File: src/rtl/dcom_rx_pkg.sv
// -----------------------------------------------------------------------------
// dcom_rx_pkg
// Shared definitions for the DCOM receive data buffer:
//   - Avalon word addresses of the CPU-visible registers
//   - STATUS / CONTROL bit positions
//   - FIFO entry layout (packed data word plus byte count and end markers)
//   - SpaceWire end-of-packet control codes (selected by data bit 0)
// Ports: none (package).
// -----------------------------------------------------------------------------
package dcom_rx_pkg;

   // Register word addresses
   localparam logic [11:0] ADDR_DATA    = 12'd0;
   localparam logic [11:0] ADDR_STATUS  = 12'd1;
   localparam logic [11:0] ADDR_CONTROL = 12'd2;
   localparam logic [11:0] ADDR_PKT_CNT = 12'd3;
   localparam logic [11:0] ADDR_ERR_CNT = 12'd4;

   // STATUS bit positions
   localparam int ST_LEVEL_LSB = 0;
   localparam int ST_COUNT_LSB = 16;
   localparam int ST_EOP       = 20;
   localparam int ST_EEP       = 21;
   localparam int ST_EMPTY     = 22;
   localparam int ST_FULL      = 23;
   localparam int ST_UNDERFLOW = 24;
   localparam int ST_IRQ       = 25;

   // CONTROL bit positions
   localparam int CTL_IRQ_EN  = 0;
   localparam int CTL_FLUSH   = 1;
   localparam int CTL_IRQ_ACK = 2;

   // Control character codes; only bit 0 distinguishes them
   localparam logic [7:0] CODE_EOP = 8'h00;
   localparam logic [7:0] CODE_EEP = 8'h01;

   // One queued word
   typedef struct packed {
      logic [63:0] data;
      logic [3:0]  count;
      logic        eop;
      logic        eep;
   } rx_entry_t;

endpackage

File: src/rtl/dcom_rx_word_fifo.sv
// -----------------------------------------------------------------------------
// dcom_rx_word_fifo
// Synchronous FIFO of rx_entry_t words with an in-place tag port that marks
// the most recently pushed entry (the tail) as packet-terminating.
// Ports:
//   clk, rst      clock, synchronous active-high reset
//   flush         empties the FIFO; overrides push/pop/tag in the same cycle
//   push          write push_entry at the tail (caller guarantees not full)
//   pop           advance the head (caller guarantees not empty)
//   tag, tag_eep  set eop (and optionally eep) on the tail entry
//   head, tail    oldest and newest stored entries
//   level         number of stored entries (clog2(DEPTH)+1 bits)
//   full, empty   level flags
// -----------------------------------------------------------------------------
module dcom_rx_word_fifo
   import dcom_rx_pkg::*;
#(
   parameter int DEPTH = 16
) (
   input  logic                   clk,
   input  logic                   rst,
   input  logic                   flush,
   input  logic                   push,
   input  rx_entry_t              push_entry,
   input  logic                   pop,
   input  logic                   tag,
   input  logic                   tag_eep,
   output rx_entry_t              head,
   output rx_entry_t              tail,
   output logic [$clog2(DEPTH):0] level,
   output logic                   full,
   output logic                   empty
);

   localparam int PTR_W = $clog2(DEPTH);
   localparam int LVL_W = PTR_W + 1;
   localparam logic [LVL_W-1:0] FULL_LVL = LVL_W'(DEPTH);

   rx_entry_t        mem [DEPTH];
   logic [PTR_W-1:0] wr_ptr;
   logic [PTR_W-1:0] rd_ptr;
   logic [PTR_W-1:0] tail_ptr;

   // Pointers wrap naturally because DEPTH is a power of two
   assign tail_ptr = wr_ptr - 1'b1;

   always_ff @(posedge clk) begin
      if (rst || flush) begin
         wr_ptr <= '0;
         rd_ptr <= '0;
         level  <= '0;
      end else begin
         if (push) wr_ptr <= wr_ptr + 1'b1;
         if (pop)  rd_ptr <= rd_ptr + 1'b1;
         if (push && !pop)
            level <= level + 1'b1;
         else if (pop && !push)
            level <= level - 1'b1;
      end
   end

   // Storage is not reset; the pointers define what is valid
   always_ff @(posedge clk) begin
      if (push) begin
         mem[wr_ptr] <= push_entry;
      end else if (tag) begin
         mem[tail_ptr].eop <= 1'b1;
         mem[tail_ptr].eep <= tail.eep | tag_eep;
      end
   end

   assign head  = mem[rd_ptr];
   assign tail  = mem[tail_ptr];
   assign full  = (level == FULL_LVL);
   assign empty = (level == '0);

endmodule

File: src/rtl/dcom_rx_data_buffer.sv
// -----------------------------------------------------------------------------
// dcom_rx_data_buffer
// Receive-side DCOM data buffer. Packs SpaceWire codec characters
// little-endian into 64-bit words, queues them in a word FIFO and exposes them
// to the CPU over a 64-bit Avalon-MM slave (one fixed wait state on reads,
// zero on writes). A level interrupt flags completed packets or a fill level.
//
// Optional build macro: DCOM_RX_STATS_EN adds saturating 32-bit EOP/EEP packet
// counters at word addresses 3 and 4; without it those addresses read 0.
//
// Ports:
//   clock_sink_clk, reset_sink_reset      clock, synchronous active-high reset
//   spw_rx_valid/flag/data                codec character in
//   spw_rx_read                           character consumed this cycle
//   avalon_slave_data_buffer_*            CPU register slave
//   rx_interrupt_sender_irq               registered level interrupt
// -----------------------------------------------------------------------------
module dcom_rx_data_buffer
   import dcom_rx_pkg::*;
#(
   parameter int FIFO_DEPTH    = 16,
   parameter int IRQ_THRESHOLD = 8
) (
   input  logic        clock_sink_clk,
   input  logic        reset_sink_reset,
   input  logic        spw_rx_valid,
   input  logic        spw_rx_flag,
   input  logic [7:0]  spw_rx_data,
   output logic        spw_rx_read,
   input  logic [11:0] avalon_slave_data_buffer_address,
   input  logic        avalon_slave_data_buffer_read,
   output logic [63:0] avalon_slave_data_buffer_readdata,
   input  logic        avalon_slave_data_buffer_write,
   input  logic [63:0] avalon_slave_data_buffer_writedata,
   output logic        avalon_slave_data_buffer_waitrequest,
   input  logic [7:0]  avalon_slave_data_buffer_byteenable,
   output logic        rx_interrupt_sender_irq
);

   localparam int LVL_W = $clog2(FIFO_DEPTH) + 1;
   localparam logic [LVL_W-1:0] THRESH = LVL_W'(IRQ_THRESHOLD);

   logic clk;
   logic rst;
   assign clk = clock_sink_clk;
   assign rst = reset_sink_reset;

   // Packer state: up to 7 pending bytes; the 8th byte commits directly
   logic [55:0] pk_data;
   logic [2:0]  pk_cnt;

   rx_entry_t        commit_entry;
   rx_entry_t        head;
   rx_entry_t        tail;
   logic [LVL_W-1:0] level;
   logic [LVL_W-1:0] level_next;
   logic             full;
   logic             empty;
   logic             commit_need;
   logic             tag_need;
   logic             tag_ok;
   logic             accept;
   logic             push;
   logic             pop;
   logic             is_eep;

   logic             rd_capture;
   logic             rd_phase;
   logic             rd_pop_ok;
   logic             rd_under;
   logic [63:0]      rd_mux;
   logic [63:0]      status_word;
   logic             underflow;
   logic             irq_en;
   logic             irq_en_next;
   logic             irq_flag;
   logic             irq_flag_next;
   logic             irq_set;
   logic             wr_ctl;
   logic             flush;
   logic             ack;

   assign is_eep = (spw_rx_data[0] == CODE_EEP[0]);

   // An end marker with no pending bytes may only tag the newest word while it
   // is still queued, not already terminated, and not leaving the FIFO now.
   assign tag_ok = !empty && !tail.eop && !(pop && level == LVL_W'(1));

   always_comb begin
      commit_need  = 1'b0;
      tag_need     = 1'b0;
      commit_entry = '0;
      if (spw_rx_valid) begin
         if (!spw_rx_flag) begin
            if (pk_cnt == 3'd7) begin
               commit_need        = 1'b1;
               commit_entry.data  = {spw_rx_data, pk_data};
               commit_entry.count = 4'd8;
            end
         end else if (pk_cnt != 3'd0) begin
            // Any terminated word carries eop; eep additionally marks an error end
            commit_need        = 1'b1;
            commit_entry.data  = {8'h00, pk_data};
            commit_entry.count = {1'b0, pk_cnt};
            commit_entry.eop   = 1'b1;
            commit_entry.eep   = is_eep;
         end else if (tag_ok) begin
            tag_need = 1'b1;
         end else begin
            commit_need      = 1'b1;
            commit_entry.eop = 1'b1;
            commit_entry.eep = is_eep;
         end
      end
   end

   assign accept      = spw_rx_valid && !(commit_need && full);
   assign spw_rx_read = accept;
   assign push        = accept && commit_need;

   always_ff @(posedge clk) begin
      if (rst || flush) begin
         pk_cnt  <= '0;
         pk_data <= '0;
      end else if (accept) begin
         if (!spw_rx_flag && pk_cnt != 3'd7) begin
            for (int k = 0; k < 7; k++)
               if (pk_cnt == 3'(k)) pk_data[8*k +: 8] <= spw_rx_data;
            pk_cnt <= pk_cnt + 3'd1;
         end else begin
            pk_cnt  <= '0;
            pk_data <= '0;
         end
      end
   end

   dcom_rx_word_fifo #(
      .DEPTH(FIFO_DEPTH)
   ) u_fifo (
      .clk       (clk),
      .rst       (rst),
      .flush     (flush),
      .push      (push),
      .push_entry(commit_entry),
      .pop       (pop),
      .tag       (accept && tag_need),
      .tag_eep   (is_eep),
      .head      (head),
      .tail      (tail),
      .level     (level),
      .full      (full),
      .empty     (empty)
   );

   // Read handshake: first cycle stalls and registers the data; the second
   // cycle completes and is the only one that causes side effects.
   assign rd_capture = avalon_slave_data_buffer_read && !rd_phase;
   assign avalon_slave_data_buffer_waitrequest = rd_capture;
   assign pop = rd_phase && rd_pop_ok && !empty;

   assign wr_ctl = avalon_slave_data_buffer_write &&
                   avalon_slave_data_buffer_byteenable[0] &&
                   (avalon_slave_data_buffer_address == ADDR_CONTROL);
   assign flush  = wr_ctl && avalon_slave_data_buffer_writedata[CTL_FLUSH];
   assign ack    = wr_ctl && avalon_slave_data_buffer_writedata[CTL_IRQ_ACK];

`ifdef DCOM_RX_STATS_EN
   logic [31:0] pkt_cnt;
   logic [31:0] err_cnt;

   always_ff @(posedge clk) begin
      if (rst || flush) begin
         pkt_cnt <= '0;
         err_cnt <= '0;
      end else if (accept && spw_rx_flag) begin
         if (!is_eep && pkt_cnt != 32'hFFFF_FFFF) pkt_cnt <= pkt_cnt + 32'd1;
         if (is_eep && err_cnt != 32'hFFFF_FFFF)  err_cnt <= err_cnt + 32'd1;
      end
   end
`endif

   always_comb begin
      status_word = '0;
      status_word[ST_LEVEL_LSB +: 16] = 16'(level);
      if (!empty) begin
         status_word[ST_COUNT_LSB +: 4] = head.count;
         status_word[ST_EOP]            = head.eop;
         status_word[ST_EEP]            = head.eep;
      end
      status_word[ST_EMPTY]     = empty;
      status_word[ST_FULL]      = full;
      status_word[ST_UNDERFLOW] = underflow;
      status_word[ST_IRQ]       = irq_flag;
   end

   always_comb begin
      rd_mux = '0;
      case (avalon_slave_data_buffer_address)
         ADDR_DATA:    rd_mux = empty ? 64'd0 : head.data;
         ADDR_STATUS:  rd_mux = status_word;
         ADDR_CONTROL: rd_mux = {63'd0, irq_en};
`ifdef DCOM_RX_STATS_EN
         ADDR_PKT_CNT: rd_mux = {32'd0, pkt_cnt};
         ADDR_ERR_CNT: rd_mux = {32'd0, err_cnt};
`endif
         default:      rd_mux = '0;
      endcase
   end

   always_comb begin
      level_next = level;
      if (push && !pop)
         level_next = level + 1'b1;
      else if (pop && !push)
         level_next = level - 1'b1;
   end

   // A flush cancels the same-cycle commit, so it also cancels its irq event
   assign irq_set = !flush &&
                    ((push && commit_entry.eop) ||
                     (accept && tag_need) ||
                     (level < THRESH && level_next >= THRESH));

   assign irq_flag_next = irq_set ? 1'b1 : (ack ? 1'b0 : irq_flag);
   assign irq_en_next   = wr_ctl ? avalon_slave_data_buffer_writedata[CTL_IRQ_EN] : irq_en;

   always_ff @(posedge clk) begin
      if (rst) begin
         rd_phase                          <= 1'b0;
         rd_pop_ok                         <= 1'b0;
         rd_under                          <= 1'b0;
         underflow                         <= 1'b0;
         irq_en                            <= 1'b0;
         irq_flag                          <= 1'b0;
         rx_interrupt_sender_irq           <= 1'b0;
         avalon_slave_data_buffer_readdata <= '0;
      end else begin
         rd_phase <= rd_capture;
         if (rd_capture) begin
            avalon_slave_data_buffer_readdata <= rd_mux;
            // Decide pop/underflow from the state the returned data reflects
            rd_pop_ok <= (avalon_slave_data_buffer_address == ADDR_DATA) && !empty;
            rd_under  <= (avalon_slave_data_buffer_address == ADDR_DATA) && empty;
         end
         if (flush)
            underflow <= 1'b0;
         else if (rd_phase && rd_under)
            underflow <= 1'b1;
         irq_en                  <= irq_en_next;
         irq_flag                <= irq_flag_next;
         rx_interrupt_sender_irq <= irq_flag_next && irq_en_next;
      end
   end

   logic unused_bits;
   assign unused_bits = ^{avalon_slave_data_buffer_byteenable[7:1],
                          avalon_slave_data_buffer_writedata[63:3],
                          tail.data, tail.count, avalon_slave_data_buffer_write};

endmodule
File: config.mk
export PLATFORM = sky130hd
export DESIGN_NAME = dcom_rx_data_buffer
export DESIGN_NICKNAME = d
export VERILOG_FILES = /design/src/rtl/dcom_rx_pkg.sv /design/src/rtl/dcom_rx_word_fifo.sv /design/src/rtl/dcom_rx_data_buffer.sv
export SDC_FILE = /design/constraint.sdc
export NUM_CORES = 1
export LEC_CHECK = 0
export BUFFER_PORTS_ARGS = -buffer_cell sky130_fd_sc_hd__buf_4
export CAP_MARGIN = 10
export CORE_MARGIN = 8
export CORE_UTILIZATION = 45
export CTS_CLUSTER_DIAMETER = 80
export DETAILED_ROUTE_END_ITERATION = 12
export GPL_TIMING_DRIVEN = 0
export HOLD_SLACK_MARGIN = 0.15
export PLACE_DENSITY_LB_ADDON = 0.12
export SKIP_CTS_REPAIR_TIMING = 1
export SLEW_MARGIN = 20
export SYNTH_ARGS = -nofsm -noshare
export SYNTH_HDL_FRONTEND = slang
export SYNTH_SLANG_ARGS = --single-unit
export TNS_END_PERCENT = 30
File: constraint.sdc
create_clock -name clock_sink_clk -period 13.1 [get_ports clock_sink_clk]
set_input_delay 1.31 -clock clock_sink_clk [delete_from_list [all_inputs] [get_ports clock_sink_clk]]
set_output_delay 1.31 -clock clock_sink_clk [all_outputs]
set_load 0.02 [all_outputs]
==> key figures <==
Drt
  – Residual DRC: 0
  – Antenna Violating Nets Remaining: 0
  – Final WL: 130800 µm
  – First-pass DRT Iterations: 5
  – DR iter-0 viols: about 2400
  – Vias per cell: 5.848
  – Via count: between 20000 and 30000
  – Drt wl/cell: 28.61 µm

Setup path
  – WP data required: roughly 12000 ps
  – Critical path class: reg -> out
  – Startpoint class of the critical path: flop
  – WP data arrival: about 4700 ps
  – Max incr delay on CP: around 450 ps
  – Worst Path Buf+Inv: 7
  – CP Max Fanout: 10
  – CP delay by family, top: buffers and inverters
  – CP startpoint: u_fifo.wr_ptr[0]$_SDFFE_PP0P_
  – Slowest CP cell: ha_1
  – Start of the worst register-to-register path: u_fifo.wr_ptr[0]$_SDFFE_PP0P_
  – Critical path endpoint category: primary output
  – Critical-path cell list: buf_6 > buf_2 > inv_1 > ha_1 > buf_2 > mux4_2 > mux2i_1 > mux2_4 > a31oi_4 > nor2_2 > buf_6 > buf_4 > buf_4

Clock tree
  – Clock sink count: about 1300
  – H-Tree Level Count: 4
  – Num CTS Buffers: 136
  – Skew-Pair Late Insertion Delay: between 700 and 800 ps
  – TritonCTS clock tree: built
  – Clock Pin Slew Worst Setup and Hold Paths: roughly 60 ps
  – Clock root buffer: clkbuf_16
  – Clock buffer depth: 3

GRT
  – GR Layer Usage met3: 0.04375
  – GR Util met2: 0.3420
  – Antenna violations before repair: 6
  – GR Util met1: 0.2955
  – Largest net degree at the start of global routing: 25
  – Gr ovfl total: 0
  – First-pass GRT wire length: ~190000 µm
  – Top Usage Layer GRT: met2
  – GRT Total Usage: 0.2138
  – Vias in the first global route: 27700

Die
  – Initial Util: 0.4521
  – I/O Pins: 165
  – # rows: approximately 120
  – Horiz. Die Dim: 348.8 µm
  – Core ar.: ~0.11 mm²
  – Die area: 0.1216 mm²
  – Die height: between 300 and 400 µm

Pwr
  – Net Sw Frac: 0.2073
  – PD cells: approximately 150 mW/mm²
  – Peak VDD IR: between 0.1 and 0.15 mV
  – Combinational share of power: 0.038
  – Switch Pwr: between 1.5 and 2 mW
  – Leak Pwr: between 15 and 20 nW
  – Clock power share: 0.449
  – Sequential power share: 0.513
  – Pint: between 6 and 7 mW

Synthesis
  – #FFs+latches synth: approximately 1300
  – Mean post-synth cell area: between 15 and 20 µm²
  – Synth warn: 0
  – Cell variety after synth: between 70 and 80
  – Sequential area share after synthesis: 0.7340
  – Syn Nets: around 2700
  – Asr flop ratio synth: 0
  – EDFF count, synth: 1120
  – Synth Flop Type: edfxtp_1
  – Post-Syn Area: 0.04983 mm²
  – Syn Inst Count: about 2600

STA
  – Fin. max-slew vios: 0
  – Slew margin rel.: 0.2395
  – Setup violators final: 0
  – Tightest Pin Transition: roughly 1100 ps
  – Final Critical Period: 5966 ps
  – Fin. Hold Viols: 0
  – FMAX: 0.1676 GHz
  – RSZ-0062 raised after global routing: no
  – Skew final: ~33 ps
  – Crit share post-route: 0.4555

Hold path
  – Hold path startpoint: rd_under$_SDFFE_PP0P_
  – Hold Path Class: reg -> reg

Cells and area
  – Most frequent cells in the layout: 1120 x edfxtp_1, 307 x mux4_2, 147 x dfxtp_1
  – Share of cells above drive strength 1: 0.2649
  – Design area: between 0.05 and 0.06 mm²
  – Synth-to-Final Area Change: 17.59%
  – Final Util: 0.5316
  – Nets@finish: 3078
  – Commonest non-fill, non-tap cell in the layout: edfxtp_1

Run
  – Max Cap Viol: 0

Placed design
  – Gpl congestion: 0.8807
  – IO buf count: 87
  – DP HPWL: 89990 µm
  – Placed cell area: 0.05404 mm²

Status
  – Status: finished clean
## worst reg2reg max path: stages (launching register included)
cell and delay [ps]:
dfxtp_1 350, buf_6 170, buf_2 360, inv_1 250
ha_1 450, buf_2 330, mux4_2 370, mux2i_1 260
mux2_4 310, and3_1 290, mux2i_4 210, nor3_2 720
buf_4 320, buf_4 230, buf_4 230, buf_4 210
## path summary, 6_finish.rpt
path,to,slack (ps),depth (start not counted)
worst min register to register,rd_under$_SDFFE_PP0P_,460,2
worst max-delay path,spw_rx_read,7130,13
worst max register to register,u_fifo.mem[13][45]$_DFFE_PP_,7740,15
worst min-delay path,rd_under$_SDFFE_PP0P_,460,2
## state kept, by name, summed over array words and instances, names as in the netlist, 3 cells and up, named ones only
| signal | cells |
|---|---|
| avalon_slave_data_buffer_readdata | 64 |
| pk_cnt | 3 |
| pk_data | 56 |
| u_fifo.level | 5 |
| u_fifo.mem | 1120 |
| u_fifo.rd_ptr | 4 |
| u_fifo.wr_ptr | 4 |
## through the flow
stage          power, mW  TNS, ps  setup WS [ps]  hold WS (ps)  cells
6_report           8.594        0           7134         464.0   4571
5_1_grt            8.834        0           6947         480.0   4568
4_1_cts            8.659        0           7113         461.8   4568
3_5_place_dp       4.815        0           7721         454.7   4317
3_3_place_gp       4.806  -561580          -2991         444.4   4211
2_1_floorplan      4.688        0           5218         431.9   2636
## cell type report
class	count	area, µm²
sequential	1267	36580
clock inverter	66	725.7
inverter	14	52.55
antenna	3	7.507
timing repair buffer	193	2222
clock buffer	185	3816
tap	1488	1862
buffer	174	772.0
fill	8780	51620
multi-input combinational	1181	12560
## per-layer routing
metal / share of wire / vias to the layer above
li1: - / 11400
met4: 0.030 / 4
met1: 0.43 / 14170
met2: 0.47 / 927
met5: 0.00019 / -
met3: 0.063 / 226
## cells by family (layout without fill, tap and decap cells)
kind of cell / Yosys count / after routing / synth area share
xor gates and xnor gates: 9 / 9 / 0.002109
DFF: 1267 / 1267 / 0.7340
AOI/OAI and AO/OA: 348 / 348 / 0.04711
adders and majority gates: 14 / 14 / 0.003490
buffers and inverters: 188 / 632 / 0.01635
and+or+nand+nor: 437 / 437 / 0.04389
other: 0 / 3 / 0
muxes: 373 / 373 / 0.1530
## power groups by stage
stage               Sequential, mW  Combinational (mW)  Clock [mW]
floorplan                     4.49               0.196           0
global placement              4.51               0.300           0
detailed placement            4.49               0.323           0
CTS                           4.41               0.324        3.93
global route                  4.41               0.345        4.08
finish                        4.41               0.325        3.86
## cell usage after synthesis (2+ instances only)
library cell,number,area [µm²]
nor2b_1,54,337.8
a22oi_1,56,420.4
nor3_1,22,110.1
and3_1,8,50.05
o21ai_0,48,240.2
nor3_2,4,40.04
nor2_2,2,12.51
buf_6,5,56.30
o31ai_2,2,25.02
nor4_1,7,43.79
o32ai_1,3,26.28
inv_1,12,45.04
buf_4,3,22.52
xor2_1,3,26.28
a311oi_2,6,90.09
clkbuf_1,98,367.9
a211oi_1,55,412.9
or4_1,2,15.01
a21oi_1,114,570.6
o22ai_1,2,12.51
mux4_2,307,6914
mux2i_4,3,67.56
buf_1,20,75.07
buf_2,47,235.2
edfxtp_1,1120,33630
nand3_1,29,145.1
nand3b_1,3,22.52
ha_1,13,162.7
nand4_1,2,12.51
dfxtp_1,147,2943
and2_1,66,412.9
o21ai_1,13,65.06
nor2_1,97,364.1
mux2i_1,60,600.6
nand2_1,122,457.9
a311oi_1,18,157.7
a31oi_1,6,37.54
xnor2_1,4,35.03
mux2i_2,2,27.53
a211oi_2,2,25.02
a221oi_1,8,70.07
or3_1,2,12.51
nand2b_1,7,43.79
No activity file was read; power rests on OpenSTA's default activity.
